[config.mk]
export PLATFORM = sky130hd
export DESIGN_NAME = mult_rr_arbiter
export DESIGN_NICKNAME = d
export VERILOG_FILES = /design/src/rtl/mult_pkg.sv /design/src/rtl/mult_16_16_top.sv /design/src/rtl/rr_arbiter_core.sv /design/src/rtl/mult_rr_arbiter.sv
export SDC_FILE = /design/constraint.sdc
export NUM_CORES = 1
export LEC_CHECK = 0
export CORE_MARGIN = 2
export CORE_UTILIZATION = 30
export DETAILED_ROUTE_END_ITERATION = 7
export GPL_ROUTABILITY_DRIVEN = 0
export PLACE_DENSITY_LB_ADDON = 0.12
export SYNTH_ARGS = -nofsm -noshare
export SYNTH_HDL_FRONTEND = slang
export SYNTH_HIERARCHICAL = 1
export SYNTH_SLANG_ARGS = --single-unit
[constraint.sdc]
create_clock -name sys_clk -period 11.4 [get_ports sys_clk]
set_clock_uncertainty 0.15 [all_clocks]
set_input_delay 1.14 -clock sys_clk [delete_from_list [all_inputs] [get_ports sys_clk]]
set_output_delay 1.14 -clock sys_clk [all_outputs]
set_load 0.01 [all_outputs]
[src/rtl/mult_pkg.sv]
// Shared constants and helpers for the arbitrated multiplier block.
// Latency: none (package only).
// Backpressure: not applicable.
package mult_pkg;

  // Operand and product widths of the shared multiplier.
  localparam int OPW = 16;
  localparam int PW  = 32;

  // Number of bits needed to index n requesters (at least 1).
  function automatic int req_idx_w(input int n);
    int w;
    w = 1;
    while ((1 << w) < n) w = w + 1;
    return w;
  endfunction

endpackage

[src/rtl/mult_16_16_top.sv]
// 16x16 signed multiplier: radix-4 Booth recoding plus a Wallace-style CSA tree.
// Latency: purely combinational.
// Backpressure: none; the caller registers inputs and outputs.
module mult_16_16_top
  import mult_pkg::*;
(
  input  logic [OPW-1:0] i_a,
  input  logic [OPW-1:0] i_b,
  output logic [PW-1:0]  o_c
);

  localparam int NPP = OPW / 2;

  logic [PW-1:0] w_a_ext;
  logic [PW-1:0] w_a_neg;
  logic [PW-1:0] w_a2;
  logic [PW-1:0] w_a2_neg;
  logic [OPW:0]  w_b_ext;
  logic [PW-1:0] w_pp [NPP];

  // Multiplicand multiples; all arithmetic is modulo 2^32, which is exact
  // because every 16x16 signed product fits in 32 bits.
  assign w_a_ext  = {{(PW-OPW){i_a[OPW-1]}}, i_a};
  assign w_a_neg  = ~w_a_ext + 1'b1;
  assign w_a2     = w_a_ext << 1;
  assign w_a2_neg = w_a_neg << 1;
  // Implicit b[-1] = 0 below the LSB for the first Booth digit.
  assign w_b_ext  = {i_b, 1'b0};

  for (genvar j = 0; j < NPP; j++) begin : g_pp
    logic [2:0]    w_dig;
    logic [PW-1:0] w_raw;
    assign w_dig = w_b_ext[2*j +: 3];
    // Booth digit {b[2j+1], b[2j], b[2j-1]} selects 0, +-A or +-2A.
    always_comb begin
      w_raw = '0;
      case (w_dig)
        3'b001, 3'b010: w_raw = w_a_ext;
        3'b011:         w_raw = w_a2;
        3'b100:         w_raw = w_a2_neg;
        3'b101, 3'b110: w_raw = w_a_neg;
        default:        w_raw = '0;
      endcase
    end
    assign w_pp[j] = w_raw << (2 * j);
  end

  // 3:2 compressor; returns {carry shifted left by one, sum}.
  function automatic logic [2*PW-1:0] csa(input logic [PW-1:0] x,
                                          input logic [PW-1:0] y,
                                          input logic [PW-1:0] z);
    logic [PW-1:0] s;
    logic [PW-1:0] c;
    s = x ^ y ^ z;
    c = (x & y) | (x & z) | (y & z);
    return {c << 1, s};
  endfunction

  logic [PW-1:0] w_s0, w_c0, w_s1, w_c1;
  logic [PW-1:0] w_s2, w_c2, w_s3, w_c3;
  logic [PW-1:0] w_s4, w_c4, w_s5, w_c5;

  // Level 1: 8 -> 6 operands.
  assign {w_c0, w_s0} = csa(w_pp[0], w_pp[1], w_pp[2]);
  assign {w_c1, w_s1} = csa(w_pp[3], w_pp[4], w_pp[5]);
  // Level 2: 6 -> 4 operands.
  assign {w_c2, w_s2} = csa(w_s0, w_c0, w_s1);
  assign {w_c3, w_s3} = csa(w_c1, w_pp[6], w_pp[7]);
  // Level 3: 4 -> 3 operands.
  assign {w_c4, w_s4} = csa(w_s2, w_c2, w_s3);
  // Level 4: 3 -> 2 operands.
  assign {w_c5, w_s5} = csa(w_s4, w_c4, w_c3);

  // Final carry-propagate add.
  assign o_c = w_s5 + w_c5;

endmodule

[src/rtl/rr_arbiter_core.sv]
// Round-robin arbiter: registered pointer plus combinational one-hot grant.
// Latency: grant is combinational from i_req/i_en; pointer updates on the granting edge.
// Backpressure: i_en low suppresses every grant and freezes the pointer.
module rr_arbiter_core #(
  parameter int NUM_REQ = 4,
  parameter int ID_W    = 2
) (
  input  logic               clk,
  input  logic               rst_n,
  input  logic [NUM_REQ-1:0] i_req,
  input  logic               i_en,
  output logic [NUM_REQ-1:0] o_gnt,
  output logic [ID_W-1:0]    o_gnt_idx,
  output logic               o_gnt_vld
);

  logic [ID_W-1:0] r_ptr;
  logic [ID_W-1:0] w_cand;

  // Search ptr, ptr+1, ... (wrapping) and grant the first active request.
  always_comb begin
    o_gnt     = '0;
    o_gnt_idx = '0;
    o_gnt_vld = 1'b0;
    w_cand    = '0;
    for (int off = 0; off < NUM_REQ; off++) begin
      w_cand = ID_W'((int'(r_ptr) + off) % NUM_REQ);
      if (i_en && !o_gnt_vld && i_req[w_cand]) begin
        o_gnt[w_cand] = 1'b1;
        o_gnt_idx     = w_cand;
        o_gnt_vld     = 1'b1;
      end
    end
  end

  // Pointer moves to one past the winner; untouched when nobody is granted.
  always_ff @(posedge clk) begin
    if (!rst_n) begin
      r_ptr <= '0;
    end else if (o_gnt_vld) begin
      r_ptr <= (o_gnt_idx == ID_W'(NUM_REQ - 1)) ? '0 : o_gnt_idx + 1'b1;
    end
  end

endmodule

[src/rtl/mult_rr_arbiter.sv]
// Shares one combinational 16x16 multiplier among NUM_REQ requesters, round-robin.
// Latency: product valid one edge after the operand is accepted (two register stages).
// Backpressure: RSP_READY low holds RSP_*, stage 1 keeps one entry, then REQ_READY drops.
module mult_rr_arbiter
  import mult_pkg::*;
#(
  parameter int NUM_REQ = 4,
  parameter int ID_W    = req_idx_w(NUM_REQ)
) (
  input  logic                   sys_clk,
  input  logic                   sys_rst_n,
  input  logic [NUM_REQ-1:0]     REQ_VALID,
  output logic [NUM_REQ-1:0]     REQ_READY,
  input  logic [NUM_REQ*OPW-1:0] REQ_A,
  input  logic [NUM_REQ*OPW-1:0] REQ_B,
  output logic                   RSP_VALID,
  input  logic                   RSP_READY,
  output logic [ID_W-1:0]        RSP_ID,
  output logic [PW-1:0]          RSP_C
);

  // Stage 1: operands feeding the multiplier.
  logic            r_s1_vld;
  logic [OPW-1:0]  r_s1_a;
  logic [OPW-1:0]  r_s1_b;
  logic [ID_W-1:0] r_s1_id;

  // Stage 2: registered response.
  logic            r_rsp_vld;
  logic [ID_W-1:0] r_rsp_id;
  logic [PW-1:0]   r_rsp_c;

  logic               w_s2_free;
  logic               w_s1_free;
  logic               w_arb_en;
  logic [NUM_REQ-1:0] w_gnt;
  logic [ID_W-1:0]    w_gnt_idx;
  logic               w_gnt_vld;
  logic [OPW-1:0]     w_gnt_a;
  logic [OPW-1:0]     w_gnt_b;
  logic [PW-1:0]      w_mult_c;

  // A stage can load when it is empty or its content leaves this edge.
  assign w_s2_free = !r_rsp_vld || RSP_READY;
  assign w_s1_free = !r_s1_vld || w_s2_free;
  // Nobody is accepted while reset is held, even on the first edge.
  assign w_arb_en  = w_s1_free && sys_rst_n;

  rr_arbiter_core #(
    .NUM_REQ (NUM_REQ),
    .ID_W    (ID_W)
  ) u_arb (
    .clk       (sys_clk),
    .rst_n     (sys_rst_n),
    .i_req     (REQ_VALID),
    .i_en      (w_arb_en),
    .o_gnt     (w_gnt),
    .o_gnt_idx (w_gnt_idx),
    .o_gnt_vld (w_gnt_vld)
  );

  assign REQ_READY = w_gnt;
  assign w_gnt_a   = REQ_A[OPW*w_gnt_idx +: OPW];
  assign w_gnt_b   = REQ_B[OPW*w_gnt_idx +: OPW];

  mult_16_16_top u_mult (
    .i_a (r_s1_a),
    .i_b (r_s1_b),
    .o_c (w_mult_c)
  );

  // Stage 1 captures the winner's operands; empties when it advances with no grant.
  always_ff @(posedge sys_clk) begin
    if (!sys_rst_n) begin
      r_s1_vld <= 1'b0;
      r_s1_a   <= '0;
      r_s1_b   <= '0;
      r_s1_id  <= '0;
    end else if (w_s1_free) begin
      r_s1_vld <= w_gnt_vld;
      if (w_gnt_vld) begin
        r_s1_a  <= w_gnt_a;
        r_s1_b  <= w_gnt_b;
        r_s1_id <= w_gnt_idx;
      end
    end
  end

  // Stage 2 takes the product of stage 1; data only moves with a valid entry
  // so an idle response bus stays quiet.
  always_ff @(posedge sys_clk) begin
    if (!sys_rst_n) begin
      r_rsp_vld <= 1'b0;
      r_rsp_id  <= '0;
      r_rsp_c   <= '0;
    end else if (w_s2_free) begin
      r_rsp_vld <= r_s1_vld;
      if (r_s1_vld) begin
        r_rsp_id <= r_s1_id;
        r_rsp_c  <= w_mult_c;
      end
    end
  end

  assign RSP_VALID = r_rsp_vld;
  assign RSP_ID    = r_rsp_id;
  assign RSP_C     = r_rsp_c;

endmodule

==> impl_results.md <==
* Number of global-route vias before repair at about 15000
* Most numerous cell types in the synthesized netlist: sky130_fd_sc_hd__nand2_1, sky130_fd_sc_hd__a21oi_1, sky130_fd_sc_hd__o21ai_0, sky130_fd_sc_hd__nor2_1, sky130_fd_sc_hd__fa_1
* Number of standard cells after synthesis at roughly 1900
* Synth Warn # at 6
* Outcome: complete, no violations
* Number of nets in the synthesized netlist at 2170
* Final count of pins violating max slew at 0
* Logic depth of the worst path, buffers included at 26
* Clock tree root buffer cell: sky130_fd_sc_hd__clkbuf_16
* Post-DRT Antenna Nets at 0
* Width of the chip at 225 um
* Minimum clock period at 8880 ps
* Most common cell on crit path: sky130_fd_sc_hd__fa_1
* Area inside the core boundary at approximately 48000 um^2
* Post-CTS setup-driven buffer insertion count at 0
* Floorplan die area at slightly above 50000 um^2
* Top post-synthesis cells by area: sky130_fd_sc_hd__fa_1, sky130_fd_sc_hd__dfxtp_1, sky130_fd_sc_hd__a21oi_1
* R2R setup slack at approximately 2500 ps
* Launch point of the critical path: r_s1_a[1]$_SDFFE_PN0P_
* Number of failing hold endpoints at the final stage at 0
* Overall die height at between 200 and 250 um
* Vias per inst at ~6
* Category of the most critical setup path: reg -> reg
* Worst setup EP type: register
* First-iteration detailed-routing DRC count at roughly 1700
* Highest fanout seen on the critical path at 15
* Max H-tree Level at 3
* Global-route wire length before repair at slightly below 100000 um
* Syn Area/Cell at around 7.9 um^2
* Final routed DRC violation total at 0
* Ant. Diodes at 0
* Number of synthesized flops with an enable pin at 0
* Number of cells on the worst reg-to-reg path at 26
* Count of instances resized after the clock tree is built at 0
* Number of buffer and inverter stages on the critical path at 2
* Number of max-cap violations at 0
* Clock latency at the later pin of the worst-skew pair at 380 ps
* Unrepaired setup endpoints after global routing: false
* Antenna violations before repair at 0
* Count of input and output buffers at 173
* Area share of the largest cell type after synthesis at 18.0%
* Overflow after GRT at 0
* F_max at 113 MHz
* HP Class: reg -> reg
* Unique masters post-synth at 91
* P&R area growth vs syn at 16.6%
* Total detailed-routing wirelength at ~63000 um
* Register area share after synthesis at approximately a tenth
* Slowest CP cell: sky130_fd_sc_hd__or4_1
* Detailed-route wire length per cell at 25.1 um
* Standard-cell row count at 80
* Detailed-router iteration count before antenna repair at 7
* Maximum number of pins on one net before global-route repair at 59
* Startpoint of the lowest-slack register-to-register path: r_s1_a[1]$_SDFFE_PN0P_
* Cell type with the largest total area after synthesis: sky130_fd_sc_hd__fa_1
* Number of fillers in the final layout at between 5000 and 6000
* Initial cell density of the core at 30.5%
* Endpoint of the worst-slack reg-to-reg timing path: RSP_C[30]$_SDFFE_PN0P_
* CTS buffer count at 9
* Final number of setup-violating endpoints at 0
* CTS sink count at 72
* Fraction of layout instances using a drive strength above 1 at roughly 8.0%
* Count of pins on the block boundary at ~170
* Dominant cell by count in the synthesized netlist: sky130_fd_sc_hd__nand2_1
* Mapped Area at 14600 um^2
* Hold_buf cts at 0
* Number of buffers on the longest clock path at 2
* Detailed placer's ending HPWL at around 47000 um
* Nets at around 2200
* Overall via count from detail_route at 15178
* TNS Setup at 0 ps
* Post-route clock period utilization at between 70% and 80%
* Relative slew slack at about 15%
* Critical path's top delay family: adder cells
* Startpoint type of the worst setup path: register
* Number of storage elements in the synthesis netlist at slightly above 70
* CP max stage delay at slightly below 700 ps
* Primary FF master, synth: sky130_fd_sc_hd__dfxtp_1
* Synth async-reset ratio at 0%
* Global-route usage over all layers at 25.3%
* Transition time at the pin with the least slew margin at 1270 ps
* Data required time at the worst endpoint at between 10000 and 15000 ps
* CTS tree: done
* Critical path endpoint: RSP_C[30]$_SDFFE_PN0P_
* Register clock-pin slew on the reported worst setup and hold paths at approximately 70 ps
* Data arrival, critical path at around 9000 ps
registers in the layout, indices dropped and copies added (netlist names), named ones only:
register / cells
r_s1_b: 16
RSP_ID: 2
r_s1_vld: 1
r_s1_id: 2
u_arb/r_ptr: 1
r_s1_a: 16
RSP_C: 32
RSP_VALID: 1
kinds of logic after synthesis:
kind of cell | synth area share [%]
DFF | 9.87
buffers and inverters | 8.58
AOI/OAI and AO/OA | 31.3
adders and majority gates | 22.5
muxes | 8.81
xor gates and xnor gates | 5.29
and+or+nand+nor | 13.7
metal layers:
metal	vias up	wire, um	track usage (%)
met1	7468	26300	32.9
li1	6774	-	-
met3	167	5590	5.28
met2	769	28100	40.0
met5	-	0	0
met4	0	3510	12.2
through the flow:
stage	hold slack [ps]	util, %	instance area (um^2)	setup slack, ps	std cells
after floorplan	293	-	14600	3830	1851
after global placement	317	35.0	16700	2750	2513
after detailed placement	317	35.0	16700	2650	2513
after CTS	327	35.6	17000	2590	2529
after global routing	345	35.6	17000	1840	2529
final	326	35.6	17000	2520	2529
layout by cell type, fill, tap and decap left out, types with 17 or more instances in the layout:
master,synthesis,final
sky130_fd_sc_hd__a211oi_1,17,17
sky130_fd_sc_hd__a21boi_0,31,31
sky130_fd_sc_hd__a21o_1,26,26
sky130_fd_sc_hd__a21oi_1,167,167
sky130_fd_sc_hd__a221oi_1,38,38
sky130_fd_sc_hd__a22o_1,40,40
sky130_fd_sc_hd__a22oi_1,37,37
sky130_fd_sc_hd__and2_1,17,17
sky130_fd_sc_hd__buf_4,2,53
sky130_fd_sc_hd__clkdlybuf4s50_1,0,173
sky130_fd_sc_hd__dfxtp_1,72,66
sky130_fd_sc_hd__fa_1,131,131
sky130_fd_sc_hd__ha_1,53,53
sky130_fd_sc_hd__inv_1,128,128
sky130_fd_sc_hd__mux2i_1,28,28
sky130_fd_sc_hd__mux4_2,35,35
sky130_fd_sc_hd__nand2_1,172,172
sky130_fd_sc_hd__nand3_1,49,49
sky130_fd_sc_hd__nor2_1,132,132
sky130_fd_sc_hd__o211ai_1,25,25
sky130_fd_sc_hd__o21ai_0,154,154
sky130_fd_sc_hd__o22ai_1,24,24
sky130_fd_sc_hd__xnor2_1,58,58
sky130_fd_sc_hd__xor2_1,25,25
cell type report:
| cell class | count | area (um^2) | area share, % |
|---|---|---|---|
| flip-flops and latches | 72 | 1450 | 8.51 |
| repair buffers | 226 | 2130 | 12.5 |
| clock buffers | 9 | 225 | 1.32 |
| clock inverters | 7 | 60.1 | 0.353 |
| inverters | 131 | 492 | 2.89 |
| well taps | 615 | 769 | 4.52 |
| multi-input cells | 1469 | 11900 | 69.9 |
worst min path at each step:
stage | end | start | cells after the start | slack (ps)
finish | RSP_C[24]$_SDFFE_PN0P_ | RSP_C[24]$_SDFFE_PN0P_ | 2 | 330
global placement | RSP_C[24]$_SDFFE_PN0P_ | RSP_C[24]$_SDFFE_PN0P_ | 2 | 320
CTS | RSP_C[22]$_SDFFE_PN0P_ | RSP_C[22]$_SDFFE_PN0P_ | 2 | 330
detailed placement | RSP_C[22]$_SDFFE_PN0P_ | RSP_C[22]$_SDFFE_PN0P_ | 2 | 320
global route | RSP_C[22]$_SDFFE_PN0P_ | RSP_C[22]$_SDFFE_PN0P_ | 2 | 350
floorplan | r_s1_a[11]$_SDFFE_PN0P_ | r_s1_a[11]$_SDFFE_PN0P_ | 1 | 290
worst register-to-register path: cells and delay by family, from the launching register on:
family / cells / cell delay [ps]
AO/OA/AOI/OAI: 9 / 2070
adder cells (fa/ha/maj): 6 / 2780
buffers and inverters: 2 / 300
XOR/XNOR: 1 / 140
flip-flops: 1 / 460
multiplexers: 1 / 130
AND/OR/NAND/NOR: 7 / 2780
Power is left out: the tool's default activity adds up to more than one toggle a clock period on the data nets, which glitch-free logic cannot reach.
